### config.mk
export PLATFORM = sky130hd
export DESIGN_NAME = acc_writeback
export DESIGN_NICKNAME = d
export VERILOG_FILES = /design/src/rtl/isa_pkg.sv /design/src/rtl/wb_stack.sv /design/src/rtl/acc_writeback.sv
export SDC_FILE = /design/constraint.sdc
export NUM_CORES = 1
export LEC_CHECK = 0
export CORE_MARGIN = 1.5
export CORE_UTILIZATION = 40
export CTS_CLUSTER_DIAMETER = 200
export DETAILED_ROUTE_END_ITERATION = 10
export GPL_ROUTABILITY_DRIVEN = 0
export PLACE_DENSITY = 0.62
export REMOVE_ABC_BUFFERS = 1
export SETUP_SLACK_MARGIN = 0.2
export SLEW_MARGIN = 20
export SYNTH_ARGS = -nofsm -noshare
export SYNTH_HDL_FRONTEND = slang
export SYNTH_SLANG_ARGS = --single-unit
export TNS_END_PERCENT = 30
### constraint.sdc
create_clock -name clk -period 3.13 [get_ports clk]
set_input_delay 0.313 -clock clk [delete_from_list [all_inputs] [get_ports clk]]
set_output_delay 0.313 -clock clk [all_outputs]
set_load 0.05 [all_outputs]
### src/rtl/isa_pkg.sv
// Shared ISA definitions for the writeback stage: opcodes, FSM states, default width.
package isa_pkg;

    localparam int unsigned W_DEFAULT = 8;

    typedef enum logic [3:0] {
        CMD_SHIFT = 4'h0,
        CMD_BR0   = 4'h1,
        CMD_BR1   = 4'h2,
        CMD_BR2   = 4'h3,
        CMD_LOAD  = 4'h4,
        CMD_STORE = 4'h5,
        CMD_PUSH  = 4'h6,
        CMD_POP   = 4'h7,
        CMD_AND   = 4'h8,
        CMD_OR    = 4'h9,
        CMD_XOR   = 4'hA,
        CMD_NOT   = 4'hB,
        CMD_ADD   = 4'hC,
        CMD_SUB   = 4'hD,
        CMD_NOP   = 4'hE,
        CMD_ACK   = 4'hF
    } alu_cmd_e;

    typedef enum logic {
        IDLE    = 1'b0,
        WAIT_LD = 1'b1
    } wb_state_e;

endpackage

### src/rtl/wb_stack.sv
// LIFO operand stack: pointer-indexed array with full/empty guards, no wrap.
module wb_stack #(
    parameter int unsigned W           = 8,
    parameter int unsigned STACK_DEPTH = 8
) (
    input  logic         clk,
    input  logic         reset,
    input  logic         push,
    input  logic         pop,
    input  logic [W-1:0] din,
    output logic [W-1:0] top,
    output logic         empty,
    output logic         full,
    output logic         err_pulse
);

    localparam int unsigned PtrW = $clog2(STACK_DEPTH);
    localparam logic [PtrW:0] FullCnt = (PtrW + 1)'(STACK_DEPTH);

    logic [W-1:0]    mem_q [STACK_DEPTH];
    logic [PtrW:0]   count_q, count_d;
    logic [PtrW-1:0] wr_ptr, rd_ptr;
    logic            do_push, do_pop;

    // Count == DEPTH has zero low bits, so the write pointer is only used when not full.
    assign wr_ptr    = count_q[PtrW-1:0];
    assign rd_ptr    = count_q[PtrW-1:0] - PtrW'(1);
    assign empty     = (count_q == '0);
    assign full      = (count_q == FullCnt);
    assign top       = mem_q[rd_ptr];
    assign do_push   = push && !full;
    assign do_pop    = pop && !empty;
    assign err_pulse = (push && full) || (pop && empty);

    // Next count: guarded increment/decrement.
    always_comb begin
        count_d = count_q;
        if (do_push) begin
            count_d = count_q + 1'b1;
        end else if (do_pop) begin
            count_d = count_q - 1'b1;
        end
    end

    // Occupancy register.
    always_ff @(posedge clk or posedge reset) begin
        if (reset) begin
            count_q <= '0;
        end else begin
            count_q <= count_d;
        end
    end

    // Entry storage; contents are don't-care until written.
    always_ff @(posedge clk) begin
        if (do_push) begin
            mem_q[wr_ptr] <= din;
        end
    end

endmodule

### src/rtl/acc_writeback.sv
// Writeback stage: accumulator, carry, zero/parity flags, load handshake, stack and done flag.
module acc_writeback
    import isa_pkg::*;
#(
    parameter int unsigned W           = W_DEFAULT,
    parameter int unsigned STACK_DEPTH = 8
) (
    input  logic         clk,
    input  logic         reset,
    input  logic         wb_valid,
    input  logic [3:0]   alu_cmd,
    input  logic [W-1:0] alu_result,
    input  logic         alu_cout,
    input  logic         mem_rvalid,
    input  logic [W-1:0] mem_rdata,
    output logic [W-1:0] acc,
    output logic         carry,
    output logic         flag_zero,
    output logic         flag_pari,
    output logic         busy,
    output logic         stack_empty,
    output logic         stack_full,
    output logic         stack_err,
    output logic         done
);

    wb_state_e    state_q, state_d;
    alu_cmd_e     cmd;
    logic [W-1:0] acc_q, acc_d, commit_val, stack_top;
    logic         carry_q, carry_d, zero_q, zero_d, pari_q, pari_d;
    logic         err_q, err_d, done_q, done_d;
    logic         commit_en, push, pop, err_pulse;

    assign cmd = alu_cmd_e'(alu_cmd);

    wb_stack #(
        .W          (W),
        .STACK_DEPTH(STACK_DEPTH)
    ) u_stack (
        .clk      (clk),
        .reset    (reset),
        .push     (push),
        .pop      (pop),
        .din      (alu_result),
        .top      (stack_top),
        .empty    (stack_empty),
        .full     (stack_full),
        .err_pulse(err_pulse)
    );

    // Next-state: command decode in IDLE, load return in WAIT_LD, shared commit path.
    always_comb begin
        state_d    = state_q;
        acc_d      = acc_q;
        carry_d    = carry_q;
        zero_d     = zero_q;
        pari_d     = pari_q;
        done_d     = done_q;
        commit_en  = 1'b0;
        commit_val = alu_result;
        push       = 1'b0;
        pop        = 1'b0;

        unique case (state_q)
            IDLE: begin
                if (wb_valid) begin
                    case (cmd)
                        CMD_SHIFT, CMD_ADD, CMD_SUB: begin
                            commit_en = 1'b1;
                            carry_d   = alu_cout;
                        end
                        CMD_AND, CMD_OR, CMD_XOR, CMD_NOT: begin
                            commit_en = 1'b1;
                        end
                        CMD_LOAD: state_d = WAIT_LD;
                        CMD_PUSH: push = 1'b1;
                        CMD_POP: begin
                            pop = 1'b1;
                            if (!stack_empty) begin
                                commit_en  = 1'b1;
                                commit_val = stack_top;
                            end
                        end
                        CMD_ACK: done_d = 1'b1;
                        default: ;  // branches, store, no-op: flags hold
                    endcase
                end
            end
            WAIT_LD: begin
                if (mem_rvalid) begin
                    commit_en  = 1'b1;
                    commit_val = mem_rdata;
                    state_d    = IDLE;
                end
            end
            default: state_d = IDLE;
        endcase

        if (commit_en) begin
            acc_d  = commit_val;
            zero_d = (commit_val == '0);
            pari_d = ^commit_val;
        end

        err_d = err_q | err_pulse;
    end

    // Architectural state registers.
    always_ff @(posedge clk or posedge reset) begin
        if (reset) begin
            state_q <= IDLE;
            acc_q   <= '0;
            carry_q <= 1'b0;
            zero_q  <= 1'b1;
            pari_q  <= 1'b0;
            err_q   <= 1'b0;
            done_q  <= 1'b0;
        end else begin
            state_q <= state_d;
            acc_q   <= acc_d;
            carry_q <= carry_d;
            zero_q  <= zero_d;
            pari_q  <= pari_d;
            err_q   <= err_d;
            done_q  <= done_d;
        end
    end

    assign acc       = acc_q;
    assign carry     = carry_q;
    assign flag_zero = zero_q;
    assign flag_pari = pari_q;
    assign busy      = (state_q == WAIT_LD);
    assign stack_err = err_q;
    assign done      = done_q;

endmodule

==> results of run 1 <==
critical path, delay by kind of cell (launching register included):
family | cells | cell delay [ns]
AO/OA/AOI/OAI | 2 | 0.45
buffers and inverters | 1 | 0.09
flip-flops | 1 | 0.35
adder cells (fa/ha/maj) | 2 | 0.60
AND/OR/NAND/NOR | 2 | 0.81
XOR/XNOR | 2 | 0.34
layout by cell type, fill, tap and decap left out, types with 2 or more instances in the layout:
cell | synthesis | routed
a31oi_1 | 8 | 8
xnor2_1 | 7 | 7
buf_4 | 1 | 18
dfrtp_1 | 17 | 17
clkbuf_8 | 0 | 9
a2111oi_0 | 2 | 2
mux2_2 | 15 | 15
clkdlybuf4s50_1 | 0 | 38
ha_1 | 7 | 7
inv_1 | 9 | 9
nor3_1 | 5 | 5
a22o_1 | 7 | 7
nand3_1 | 4 | 4
a21o_1 | 2 | 2
clkinvlp_4 | 0 | 2
o22ai_1 | 7 | 7
a21oi_2 | 7 | 7
o21ai_0 | 2 | 2
inv_8 | 0 | 4
nand2_1 | 9 | 9
nand2b_1 | 3 | 3
edfxtp_1 | 64 | 64
o31a_1 | 6 | 6
a21oi_1 | 3 | 3
and2_1 | 3 | 3
nor2_1 | 25 | 25
nor2b_1 | 3 | 3
mux2i_1 | 25 | 25
state kept, by name, summed over array words and instances (netlist names):
| signal | count |
|---|---|
| stack_err | 1 |
| busy | 1 |
| flag_pari | 1 |
| flag_zero | 1 |
| u_stack.mem_q | 64 |
| carry | 1 |
| acc | 8 |
| u_stack.count_q | 4 |
| done | 1 |
metal layers:
layer | part of all wire | track usage | vias up | routed length (um)
met5 | 0 | 0 | - | 0
met4 | 0.018 | 0.0704 | 0 | 146
met3 | 0.034 | 0.0362 | 8 | 269
met2 | 0.46 | 0.254 | 50 | 3660
met1 | 0.49 | 0.244 | 1168 | 3870
li1 | - | - | 1141 | -
worst max-delay path by stage:
stage / to / slack (ns) / depth (start not counted)
after floorplan: flag_pari$_DFFE_PP0P_ / -0.60 / 9
after global placement: u_stack.count_q[3]$_DFFE_PP0P_ / 0.16 / 10
after detailed placement: u_stack.count_q[3]$_DFFE_PP0P_ / 0.10 / 10
after CTS: flag_pari$_DFFE_PP0P_ / 0.31 / 10
after global routing: flag_pari$_DFFE_PP0P_ / 0.19 / 10
final: flag_pari$_DFFE_PP0P_ / 0.36 / 9
layout make-up:
class	instances	area [um^2]	area share
Clock buffer	9	124	0.0269
Clock inverter	7	68.8	0.0149
Inverter	9	33.8	0.00733
Multi-Input combinational cell	169	1330	0.289
Sequential cell	82	2370	0.515
Tap cell	129	161	0.0350
Timing Repair Buffer	56	515	0.112
cells by family after synthesis:
group | count (synthesis)
DFF | 82
AOI/OAI and AO/OA | 52
muxes | 40
and+or+nand+nor | 60
adders and majority gates | 8
xor gates and xnor gates | 9
buffers and inverters | 21
power groups by stage:
stage / Clock [uW] / Sequential (uW) / Combinational, uW
2_1_floorplan: 0 / 1550 / 752
3_3_place_gp: 0 / 1330 / 1350
3_5_place_dp: 0 / 1330 / 1370
4_1_cts: 772 / 1310 / 1380
5_1_grt: 814 / 1320 / 1520
6_report: 750 / 1310 / 1400
what timing repair did:
action                     4_1_cts  5_1_grt
gates resized for setup          0        2
hold buffers                     0        0
setup endpoints to repair        0        1
buffers inserted                 0        1
through the flow:
stage          hold WS, ns  instance area [um^2]
6_report             0.361                  4610
5_1_grt              0.434                  4610
4_1_cts              0.387                  4590
3_5_place_dp         0.448                  4400
3_3_place_gp         0.443                  4400
2_1_floorplan        0.251                  3730
==> run_results.csv, run 1 <==
group,metric,value,unit
clocking,root_buffer,"clkbuf_8",
placement,port_buffers,40,
die,io_pins,41,
yosys,ys_async_sr_fraction,0.220,
sta,setup_viol,0,
yosys,yosysTopAreaCell,"edfxtp_1",
pwr,p_int,2140,uW
grt,antenna_found_initial,0,
yosys,yosys_warnings,0,
yosys,synth_cell_type_count,46,
setup_path,critPathMaxStageDelay,0.59,ns
setup_path,reg2regPathDepth,9,
grt,grt_pass1_vias,2374,
yosys,ys_top_cells_by_area,"edfxtp_1 51%, dfrtp_1 11%, mux2i_1 6.6%",
cells_and_area,num-fill-cells,834,
setup_path,end_kind,"flop",
yosys,yosysMostFrequentCell,"edfxtp_1",
grt,grt.overflow.total,0,
sta,fmax,0.361,GHz
yosys,synth.top_cell.area_share,0.506,
routing,wirelength,7.95,mm
sta,period_share,0.885,
job,cap_violations,0,
yosys,synth_xor_area_frac,0.0208,
pwr,p_sw_frac,0.382,
routing,drc,0,
setup_path,cpMaxStageDelayCell,"or4_4",
pwr,p_leak,0.00167,uW
clocking,htreeDepth,3,
clocking,clk_pin_slew_worst_paths,0.09,ns
yosys,seq_area_frac_synth,0.625,
sta,fin_tns_setup,0,ns
sta,drv_slew,0,
sta,grt_setup_unrepaired,"no",
yosys,ys_ff_latch,82,
hold_path,min_path_type,"in -> async",
yosys,syn_inst,272,
run_status,outcome,"finished, final reports clean",
setup_path,crit_chain,"inv_1 -> ha_1 -> nor3b_2 -> or4_4 -> o31a_1 -> ha_1 -> xnor2_1 -> xnor2_1 -> a21oi_1",
yosys,synth_commonest_cells,"64 x edfxtp_1, 25 x mux2i_1, 25 x nor2_1",
sta,min_period,2.77,ns
placement,place_ws,0.104,ns
setup_path,startpoint,"u_stack.count_q[0]$_DFFE_PP0P_",
grt,grtUsageTotal,0.171,
placement,placed_cells,444,
yosys,avgSynthCellArea,14.0,um^2
routing,routedWlPerCell,17.2,um
pwr,power_frac_clock,0.216,
clocking,clkSinkCount,82,
pwr,p_total,3460,uW
clocking,numCtsBuffers,9,
cells_and_area,area_growth,21.4,%
pwr,power_switching,1320,uW
yosys,synthMuxAreaShare,0.110,
die,fp.dieH,100,um
sta,hold_viol,0,
setup_path,path_max_fanout,9,
setup_path,critPathRequiredTime,3.35,ns
sta,worst_pin_slew,0.708,ns
cells_and_area,final_nets,360,
routing,drt_iter0_markers,85,
routing,ant_nets,0,
yosys,synthSimpleGateAreaFrac,0.0778,
yosys,synth_compound_area_frac,0.110,
pwr,seq_power_share,0.378,
setup_path,r2r-end,"flag_pari$_DFFE_PP0P_",
sta,relSlewSlack,0.528,
pwr,comb_power_share,0.406,
clocking,cts.path.max_buffers,2,
sta,worst_slack,0.361,ns
die,die_area,0.0101,mm^2
grt,grt_pass1_wl,12.8,mm
setup_path,crit_type,"reg -> reg",
yosys,syn_area,0.00379,mm^2
setup_path,reg2reg_from,"u_stack.count_q[0]$_DFFE_PP0P_",
routing,detail_route.first_pass.iterations,4,
cells_and_area,final_cells,461,
yosys,synth_edf_count,64,
clocking,cts_tree,"done",
yosys,synthAdderAreaFrac,0.0284,
yosys,ys.flop_type,"edfxtp_1",
cells_and_area,drive_above_1_share,0.199,
pwr,pwr_density_cell,752,mW/mm^2
die,placeableCoreArea,0.00924,mm^2
routing,num_vias,2367,
cells_and_area,n_antenna_cell,0,
pwr,peakVddDrop,0.000273,V
routing,drt-vias-per-instance,5.13,
sta,fin_skew,0.00840,ns
die,die_x,100,um
cells_and_area,post-route-util,0.499,
clocking,worstSkewPairLatency,0.36,ns
setup_path,startpoint_type,"flop",
setup_path,arrival,2.99,ns
placement,place_hpwl,5.52,mm
die,start_util,0.411,
setup_path,rrSetupSlack,0.36,ns
grt,grt_max_degree,39,
die,row_count,35,
yosys,synth_top_family_by_area,"multiplexers",
No activity file was read; power rests on OpenSTA's default activity.
==> run 2, diff against run 1 <==
- REMOVE_ABC_BUFFERS: 1 -> not set
==> run 2 against run 1 <==
Effect of this change:
- combinational power grew 3%
- via count is 0.55% lower
- largest cell class unchanged
- clock power is 3.6% higher
- worst setup slack improved by 0.080 ns
- maximum frequency up 3.0%
- highest routed layer unchanged
- die area is the same
- critical endpoint unchanged
- global-route usage fell by 0.77 points
- count of clock-buffer cells in the layout stayed put
- flip-flop and latch count unchanged
- worst hold slack improved by 0.0081 ns
==> run_results.csv, run 2 (synthesis results as in run 1) <==
group,metric,value,unit
grt,grtUsageTotal,0.163,
sta,worst_pin_slew,0.726,ns
routing,drt_iter0_markers,103,
cells_and_area,final_area,0.00465,mm^2
cells_and_area,n_antenna_cell,0,
sta,setup_viol,0,
clocking,clk_pin_slew_worst_paths,0.09,ns
sta,timing.hold.ws,0.369,ns
cells_and_area,regMostFlops,"u_stack.mem_q",
setup_path,end_kind,"flop",
cells_and_area,area_growth,22.6,%
placement,placed_area,0.00444,mm^2
clocking,root_buffer,"clkbuf_8",
die,io_pins,41,
routing,drc,0,
setup_path,reg2regPathDepth,11,
grt,grt_pass1_wl,12.4,mm
setup_path,r2r-end,"flag_pari$_DFFE_PP0P_",
setup_path,crit_family,"XOR/XNOR gates",
cells_and_area,register_area,0.00237,mm^2
cells_and_area,largest_register_ffs,64,
sta,fin_skew,0.0166,ns
setup_path,crit_type,"reg -> reg",
routing,routedWlPerCell,16.5,um
routing,detail_route.first_pass.iterations,4,
clocking,cts.path.max_buffers,2,
clocking,htreeDepth,3,
setup_path,crit_chain,"inv_1 -> ha_4 -> xor2_2 -> nor2_1 -> a22o_1 -> nor3_1 -> nor2_1 -> ha_1 -> xnor2_1 -> xnor2_1 -> a21oi_1",
setup_path,arrival,2.91,ns
grt,met3_usage,0.0362,
die,die_area,0.0101,mm^2
hold_path,min_path_type,"in -> async",
job,cap_violations,0,
cells_and_area,final_common_cell,"edfxtp_1",
sta,fin_tns_setup,0,ns
setup_path,rrSetupSlack,0.44,ns
sta,hold_viol,0,
pwr,pwr_density_cell,757,mW/mm^2
routing,wirelength,7.65,mm
cells_and_area,multiInputGateArea,0.00135,mm^2
grt,grt_max_degree,39,
cells_and_area,mostFrequentLayoutCells,"64 x edfxtp_1, 39 x clkdlybuf4s50_1, 25 x mux2i_1, 25 x nor2_1, 19 x buf_4",
grt,top_usage_layer,"met2",
die,die_x,100,um
setup_path,critPathMaxStageDelay,0.38,ns
clocking,clkSinkCount,82,
setup_path,startpoint_type,"flop",
pwr,peakVddDrop,0.000230,V
cells_and_area,final_nets,362,
die,start_util,0.411,
sta,grt_setup_unrepaired,"no",
sta,fmax,0.372,GHz
setup_path,critPathRequiredTime,3.35,ns
setup_path,path_max_fanout,7,
run_status,outcome,"finished, final reports clean",
clocking,postCtsSetupRepairBufs,0,
sta,drv_slew,0,
placement,place_hpwl,5.40,mm
clocking,cts_tree,"done",
routing,ant_nets,0,
routing,drt-vias-per-instance,5.08,
die,row_count,35,
die,placeableCoreArea,0.00924,mm^2
setup_path,cpMaxStageDelayCell,"dfrtp_1",
routing,num_vias,2354,
grt,use_met2,0.252,
grt,antenna_found_initial,0,
sta,min_period,2.69,ns
sta,period_share,0.859,
die,fp.dieH,100,um
setup_path,reg2reg_from,"u_stack.count_q[1]$_DFFE_PP0P_",
pwr,p_leak,0.00168,uW
sta,relSlewSlack,0.515,
clocking,worstSkewPairLatency,0.36,ns
cells_and_area,post-route-util,0.503,
clocking,numCtsBuffers,9,
grt,grt.overflow.total,0,
yosys,synth_nets,305,
setup_path,cp_num_buf_inv,1,
cells_and_area,drive_above_1_share,0.204,
grt,grt.met1_usage,0.228,
cells_and_area,num-fill-cells,800,
grt,grt_pass1_vias,2374,
placement,port_buffers,40,
[run 2: worst reg2reg max path: cells and delay by family, from the launching register on]
kind,cells,cell delay (ns)
adders and majority gates,2,0.50
xor gates and xnor gates,3,0.60
DFF,1,0.38
buffers and inverters,1,0.13
and+or+nand+nor,3,0.59
AOI/OAI and AO/OA,2,0.36
[run 2: metal layers]
| metal | vias to the layer above | wire [um] |
|---|---|---|
| met5 | - | 0 |
| met1 | 1156 | 3750 |
| met3 | 9 | 306 |
| met2 | 43 | 3480 |
| met4 | 0 | 107 |
| li1 | 1146 | - |
[run 2: area by class of cell]
type / instances / share of cell area
Timing Repair Buffer: 58 / 0.115
Sequential cell: 82 / 0.510
Clock buffer: 9 / 0.0266
Tap cell: 129 / 0.0347
Clock inverter: 7 / 0.0161
Inverter: 9 / 0.00726
Multi-Input combinational cell: 169 / 0.290
[run 2: worst max-delay path by stage]
stage	start	endpoint	depth (start not counted)
after CTS	u_stack.count_q[1]$_DFFE_PP0P_	flag_pari$_DFFE_PP0P_	11
final	u_stack.count_q[1]$_DFFE_PP0P_	flag_pari$_DFFE_PP0P_	11
after floorplan	u_stack.count_q[0]$_DFFE_PP0P_	flag_pari$_DFFE_PP0P_	13
after global placement	alu_cmd[2]	u_stack.count_q[3]$_DFFE_PP0P_	10
after detailed placement	alu_cmd[2]	flag_pari$_DFFE_PP0P_	9
after global routing	u_stack.count_q[1]$_DFFE_PP0P_	flag_pari$_DFFE_PP0P_	11
[run 2: through the flow]
stage / total power, uW / setup WS (ns) / cells
final: 3520 / 0.441 / 463
after global routing: 3720 / 0.237 / 463
after CTS: 3540 / 0.250 / 463
after detailed placement: 2760 / 0.203 / 447
after global placement: 2780 / 0.253 / 447
after floorplan: 2380 / 0.223 / 272
[run 2: timing repair]
item | CTS | global route
setup endpoints to repair | 0 | 1
resized for setup | 0 | 1
hold buffers | 0 | 0
[run 2: report_power, final]
| part | total, uW | switching, uW | internal [uW] |
|---|---|---|---|
| Combinational | 1440 | 841 | 601 |
| Clock | 777 | 403 | 374 |
| Sequential | 1300 | 51.9 | 1250 |
| Total | 3520 | 1300 | 2230 |
==> run 3, diff against run 2 <==
- SKIP_LAST_GASP: not set -> 1
==> results of run 3 <==
No change in the layout: final DEF, timing and power equal those of run 2.
